`src/rtl/game2048_pkg.sv`:
```
// Shared 2048 definitions: one-hot direction codes and the input-conditioner FSM states.
// The game FSM imports this package too, so both sides agree on the encodings.
package game2048_pkg;

  localparam logic [3:0] DIR_NONE  = 4'b0000;
  localparam logic [3:0] DIR_UP    = 4'b0001;
  localparam logic [3:0] DIR_DOWN  = 4'b0010;
  localparam logic [3:0] DIR_LEFT  = 4'b0100;
  localparam logic [3:0] DIR_RIGHT = 4'b1000;

  typedef enum logic [1:0] {
    ARMED,
    HOLD,
    WAIT_RELEASE
  } dir_fsm_t;

  // True only when exactly one bit is set (zero is not one-hot).
  function automatic logic is_onehot4(input logic [3:0] v);
    return (v != 4'd0) && ((v & (v - 4'd1)) == 4'd0);
  endfunction

endpackage

```
`src/rtl/direction_input_if.sv`:
```
// Button-to-game bus: raw buttons in, direction command and debug state out.
interface direction_input_if;
  logic [3:0] btn_raw;
  logic [3:0] direction;
  logic       key_valid;
  logic [3:0] btn_stable;

  modport master (output btn_raw, input direction, key_valid, btn_stable);
  modport slave  (input btn_raw, output direction, key_valid, btn_stable);
endinterface

```
`src/rtl/debounce_bit.sv`:
```
// One button: 2-flop synchroniser, polarity normalisation and disagreement counter.
// The stable level flips only after DEBOUNCE_CYCLES consecutive disagreeing samples.
module debounce_bit #(
  parameter int DEBOUNCE_CYCLES = 500000,
  parameter bit BTN_ACTIVE_LOW  = 1'b1
) (
  input  logic clk,
  input  logic rst,
  input  logic btn_raw,
  output logic btn_stable
);

  localparam int   CW       = $clog2(DEBOUNCE_CYCLES);
  localparam logic IDLE_LVL = BTN_ACTIVE_LOW;

  logic          sync1;
  logic          sync2;
  logic          pressed;
  logic [CW-1:0] cnt;

  assign pressed = sync2 ^ IDLE_LVL;

  always_ff @(posedge clk) begin
    if (!rst) begin
      sync1      <= IDLE_LVL;
      sync2      <= IDLE_LVL;
      cnt        <= '0;
      btn_stable <= 1'b0;
    end else begin
      sync1 <= btn_raw;
      sync2 <= sync1;
      // Any agreeing sample restarts the count, so short glitches never flip.
      if (pressed == btn_stable) begin
        cnt <= '0;
      end else if (cnt == CW'(DEBOUNCE_CYCLES - 1)) begin
        btn_stable <= ~btn_stable;
        cnt        <= '0;
      end else begin
        cnt <= cnt + 1'b1;
      end
    end
  end

endmodule

```
`src/rtl/direction_input.sv`:
```
// Input conditioner for the 2048 game: debounces four buttons and emits one
// one-hot direction burst of HOLD_CYCLES per clean single-button press.
module direction_input
  import game2048_pkg::*;
#(
  parameter int DEBOUNCE_CYCLES = 500000,
  parameter int HOLD_CYCLES     = 4,
  parameter bit BTN_ACTIVE_LOW  = 1'b1
) (
  input  logic              clk,
  input  logic              rst,
  direction_input_if.slave  bus
);

  localparam int HCW = $clog2(HOLD_CYCLES + 1);

  logic [3:0]     stable;
  dir_fsm_t       state_q, state_d;
  logic [3:0]     dir_q, dir_d;
  logic           kv_q, kv_d;
  logic [HCW-1:0] hcnt_q, hcnt_d;

  generate
    for (genvar i = 0; i < 4; i++) begin : g_db
      debounce_bit #(
        .DEBOUNCE_CYCLES (DEBOUNCE_CYCLES),
        .BTN_ACTIVE_LOW  (BTN_ACTIVE_LOW)
      ) u_db (
        .clk        (clk),
        .rst        (rst),
        .btn_raw    (bus.btn_raw[i]),
        .btn_stable (stable[i])
      );
    end
  endgenerate

  assign bus.btn_stable = stable;
  assign bus.direction  = dir_q;
  assign bus.key_valid  = kv_q;

  always_ff @(posedge clk) begin
    if (!rst) begin
      state_q <= ARMED;
      dir_q   <= DIR_NONE;
      kv_q    <= 1'b0;
      hcnt_q  <= '0;
    end else begin
      state_q <= state_d;
      dir_q   <= dir_d;
      kv_q    <= kv_d;
      hcnt_q  <= hcnt_d;
    end
  end

  // dir_q doubles as the latched command; btn_stable is ignored while in HOLD.
  always_comb begin
    state_d = state_q;
    dir_d   = dir_q;
    kv_d    = 1'b0;
    hcnt_d  = hcnt_q;
    case (state_q)
      ARMED: begin
        if (is_onehot4(stable)) begin
          dir_d   = stable;
          kv_d    = 1'b1;
          hcnt_d  = HCW'(1);
          state_d = HOLD;
        end else if (stable != DIR_NONE) begin
          state_d = WAIT_RELEASE;
        end
      end
      HOLD: begin
        if (hcnt_q < HCW'(HOLD_CYCLES)) begin
          hcnt_d = hcnt_q + 1'b1;
        end else begin
          dir_d   = DIR_NONE;
          hcnt_d  = '0;
          state_d = WAIT_RELEASE;
        end
      end
      WAIT_RELEASE: begin
        if (stable == DIR_NONE) state_d = ARMED;
      end
      default: begin
        dir_d   = DIR_NONE;
        hcnt_d  = '0;
        state_d = ARMED;
      end
    endcase
  end

endmodule

```
`src/flat_wrapper.sv`:
```
// flat-port wrapper written by rule: the top's interface ports become plain ports
module direction_input_flat import game2048_pkg::*;
#(
  parameter int DEBOUNCE_CYCLES = 500000,
  parameter int HOLD_CYCLES     = 4,
  parameter bit BTN_ACTIVE_LOW  = 1'b1
)
  (clk, rst, bus_btn_raw, bus_direction, bus_key_valid, bus_btn_stable);
  direction_input_if bus_i ();
  input  logic clk;
  input  logic rst;
  input wire logic [$bits(bus_i.btn_raw)-1:0] bus_btn_raw;
  output wire logic [$bits(bus_i.direction)-1:0] bus_direction;
  output wire logic [$bits(bus_i.key_valid)-1:0] bus_key_valid;
  output wire logic [$bits(bus_i.btn_stable)-1:0] bus_btn_stable;
  assign bus_i.btn_raw = bus_btn_raw;
  assign bus_direction = bus_i.direction;
  assign bus_key_valid = bus_i.key_valid;
  assign bus_btn_stable = bus_i.btn_stable;
  direction_input #(.DEBOUNCE_CYCLES(DEBOUNCE_CYCLES), .HOLD_CYCLES(HOLD_CYCLES), .BTN_ACTIVE_LOW(BTN_ACTIVE_LOW)) u_core (.clk(clk), .rst(rst), .bus(bus_i));
endmodule
```
`config.mk`:
```
export PLATFORM = sky130hd
export DESIGN_NAME = direction_input_flat
export DESIGN_NICKNAME = d
export VERILOG_FILES = /design/src/rtl/game2048_pkg.sv /design/src/rtl/direction_input_if.sv /design/src/rtl/debounce_bit.sv /design/src/rtl/direction_input.sv /design/src/flat_wrapper.sv
export SDC_FILE = /design/constraint.sdc
export NUM_CORES = 1
export LEC_CHECK = 0
export ABC_AREA = 1
export CAP_MARGIN = 15
export CORE_ASPECT_RATIO = 1.2
export CORE_MARGIN = 2
export CORE_UTILIZATION = 60
export CTS_CLUSTER_DIAMETER = 120
export DETAILED_ROUTE_END_ITERATION = 8
export PLACE_DENSITY = 0.79
export SLEW_MARGIN = 20
export SYNTH_ARGS = -nofsm -noshare
export SYNTH_HDL_FRONTEND = slang
export SYNTH_SLANG_ARGS = --single-unit
export TNS_END_PERCENT = 100
```
`constraint.sdc`:
```
create_clock -name clk -period 1.91 [get_ports clk]
set_input_delay 0.382 -clock clk [delete_from_list [all_inputs] [get_ports clk]]
set_output_delay 0.382 -clock clk [all_outputs]
set_load 0.005 [all_outputs]
```
==> summary.md <==
| Metric | Value |
|---|---|
| Setup TNS | `0 ns` |
| Pre-antenna DRT Iters | `4` |
| Min Tclk post-route | `roughly 1.8 ns` |
| WL final | `9.490 mm` |
| Deepest level of the CTS H-tree | `3` |
| Area growth from synthesis to layout | `8.987%` |
| Number of pins with negative max-slew slack in the final report | `0` |
| Number of design-rule violations left by the first detailed-router iteration | `186` |
| Area enclosed by the die boundary | `~8900 um^2` |
| Post-layout worst setup margin | `about 0.12 ns` |
| Critical path type | `reg2out` |
| Number of gates resized after cts | `0` |
| CTS tree | `yes` |
| Bufs and invs on worst path | `1` |
| DRC violation count after routing | `0` |
| CTS sink count | `98` |
| CP delay by family, top | `buffers and inverters` |
| Worst Path Required | `around 1.5 ns` |
| Sequential-to-total area share from yosys stat | `39.92%` |
| Cell-by-cell listing of the critical path | `clkdlybuf4s50_1` |
| Status | `finished clean` |
| Clock latency reported for the late side of the worst-skew pair | `0.37 ns` |
| Antenna diode count | `0` |
| Initial Utilization | `61.30%` |
| Share of power burned in the clock network | `39.1%` |
| Worst-case setup slack after placement | `around 0.12 ns` |
| Row count | `36` |
| Number of global-route vias before repair | `3941` |
| Total of buffers placed on input and output ports | `14` |
| Most frequent cells after synthesis | `nand2_1 (181), nor2_1 (149), dfxtp_1 (98)` |
| Post-Syn Area per Cell | `6.798 um^2` |
| Sequential group share of total power | `between 50% and 60%` |
| Final Net Count | `757` |
| Remaining global-route overflow | `0` |
| Number of hold buffers added after CTS | `0` |
| Mapped cell area | `around 5000 um^2` |
| Flip-flop and latch count after synthesis | `98` |
| Leakage | `1.827 nW` |
| Tightest Hold Check Type | `reg2reg` |
| Int Pwr | `between 0.002 and 0.003 W` |
| Max Fanout on Critical Path | `7` |
| Area share of the leading cell type in the synthesized netlist | `39.92%` |
| Max-Cap Viols | `0` |
| Met3 usage in global routing | `~3.0%` |
| Average routed wire per standard cell | `11.22 um` |
| Post-synth EDFFs | `0` |
| Remaining max-slew budget at the tightest pin | `66.19%` |
| Synth async-reset ratio | `0%` |
| Antenna violations before repair | `0` |
| Relative contribution of combinational cells to total power | `under 10%` |
| Capturing element type of the critical path | `output pin` |
| Post-DP HPWL | `7.130 mm` |
| Setup Viol. Count Final | `0` |
| Startpoint type of the worst setup path | `register` |
| Worst-path clk slew | `around 0.09 ns` |
| Number of synthesis warnings | `0` |
| Detailed-route via count | `4349` |
| Slowest cell on the critical path | `clkdlybuf4s50_1` |
| Top FF cell, synth | `dfxtp_1` |
| Most common cell in the netlist | `nand2_1` |
| Final worst hold slack | `0.4150 ns` |
| Slowest cell delay on critical path | `0.56 ns` |
| I/O pin count | `15` |
| Switching share of power | `21.72%` |
| Most utilized layer in the global route result | `met2` |
| Pwr per Cell Area | `649.3 nW/um^2` |
| Share of post-route cells with drive strength above 1 | `7.457%` |
| Cells taking the most area after synthesis | `dfxtp_1 (40%), nand2_1 (14%), nor2_1 (11%)` |
| First-pass GRT wire length | `16.42 mm` |
| Reported net switching power | `between 0.0007 and 0.0008 W` |
| Pin count of the biggest net entering global routing | `19` |
| Maximum ir drop on the vdd rail | `0.4413 mV` |
| Global-route track usage on met2 | `38.70%` |
| Number of unique standard cell types used by synthesis | `31` |
| Ratio of final minimum period to clock period | `93.92%` |
| Clock tree skew after final layout | `~0.0094 ns` |
| Total CTS buffers | `9` |
| RD Place Congestion | `0.8934` |
| Die Y-Extent | `103.1 um` |
| Total core area | `8018 um^2` |
| Total global routing track utilization | `22.75%` |
| Synthesized net count | `734` |
| Setup repair after global routing missed its margin | `false` |
| Chip width | `86.62 um` |
| Post CTS Setup Buffer Count | `0` |
| Met1 routing resource usage after global routing | `between 20% and 30%` |
| DR vias/cell | `5.141` |
| Mapped Cells | `just over 700` |
| Cell taking the most area after synthesis | `dfxtp_1` |
| Number of hold violations in the final report | `0` |
| Clk buf depth | `2` |
| Remaining antenna violation count | `0` |
| Least-Margin Pin Slew | `0.5033 ns` |
| Clock root buffer | `clkbuf_8` |
| Endpoint arrival time on the critical path | `1.41 ns` |
| Fmax | `roughly 0.56 GHz` |
## sequential cells by signal, summed over array words and instances, names as in the netlist
signal                       count
u_core.g_db.u_db.cnt            76
u_core.bus.direction             4
u_core.g_db.u_db.btn_stable      4
u_core.g_db.u_db.sync1           4
u_core.g_db.u_db.sync2           4
u_core.hcnt_q                    3
u_core.state_q                   2
u_core.bus.key_valid             1
## cell type report
type | count | area (um^2)
inverter | 80 | 300.3
fill | 734 | 2661
timing repair buffer | 22 | 200.2
multi-input combinational | 535 | 2572
clock inverter | 6 | 65.06
sequential | 98 | 1962
tap | 95 | 118.9
clock buffer | 10 | 137.6
## per-layer routing
| metal | vias to the layer above | share of wire, % |
|---|---|---|
| li1 | 2312 | - |
| met1 | 1965 | 46 |
| met2 | 55 | 49 |
| met3 | 17 | 2.5 |
| met4 | 0 | 2.3 |
| met5 | - | 0 |
## per-stage QoR
step,instance area (um^2),power (W),utilization (%),instances
after CTS,5356,0.003517,66.81,846
final,5356,0.003478,66.81,846
after detailed placement,5154,0.002166,64.28,830
after global placement,5154,0.002164,64.28,830
after floorplan,4915,0.002143,-,723
after global routing,5356,0.003605,66.81,846
## cells in the final DEF (no fill, tap or decap), types with 2 or more instances in the layout
cell type,Yosys,final
o21ai_0,14,14
dfxtp_1,98,98
a21oi_1,34,34
ha_1,5,5
nand2_1,181,181
clkbuf_8,0,10
nand2_2,4,4
clkinv_2,0,2
nand3_4,2,2
clkdlybuf4s50_1,0,14
xnor2_1,11,11
nor2_2,5,5
nor2_4,3,3
or2_0,5,5
or2_2,11,11
nand4_1,18,18
nor2_1,149,149
buf_4,5,8
inv_1,79,79
nor3_1,8,8
xor2_1,22,22
nand3_1,55,55
## power by group through the flow
stage,clock network (W),logic (W),registers (W)
floorplan,0,0.0000382,0.00210
global placement,0,0.0000602,0.00210
detailed placement,0,0.0000617,0.00210
CTS,0.00140,0.0000618,0.00206
global route,0.00148,0.0000677,0.00206
finish,0.00136,0.0000613,0.00206
## final timing paths
path              slack, ns  cells past startpoint                                         from                                      to
hold reg to reg        0.42                      1         u_core.g_db[0].u_db.sync1$_SDFF_PN1_    u_core.g_db[0].u_db.sync2$_SDFF_PN1_
setup / recovery       0.12                      1  u_core.g_db[1].u_db.btn_stable$_SDFFE_PN0P_                       bus_btn_stable[1]
setup reg to reg       0.26                      6        u_core.g_db[2].u_db.cnt[1]$_SDFF_PP0_  u_core.g_db[2].u_db.cnt[11]$_SDFF_PP0_
hold / removal         0.42                      1         u_core.g_db[0].u_db.sync1$_SDFF_PN1_    u_core.g_db[0].u_db.sync2$_SDFF_PN1_
## cell families (layout without fill, tap and decap cells)
kind of cell	count (synthesis)	in the layout	synth area share, %
AND/OR/NAND/NOR	447	447	39.77
AO/OA/AOI/OAI	50	50	5.423
adder cells (fa/ha/maj)	5	5	1.273
buffers and inverters	90	118	7.739
flip-flops	98	98	39.92
XOR/XNOR	33	33	5.881
No activity file was read; power rests on OpenSTA's default activity.
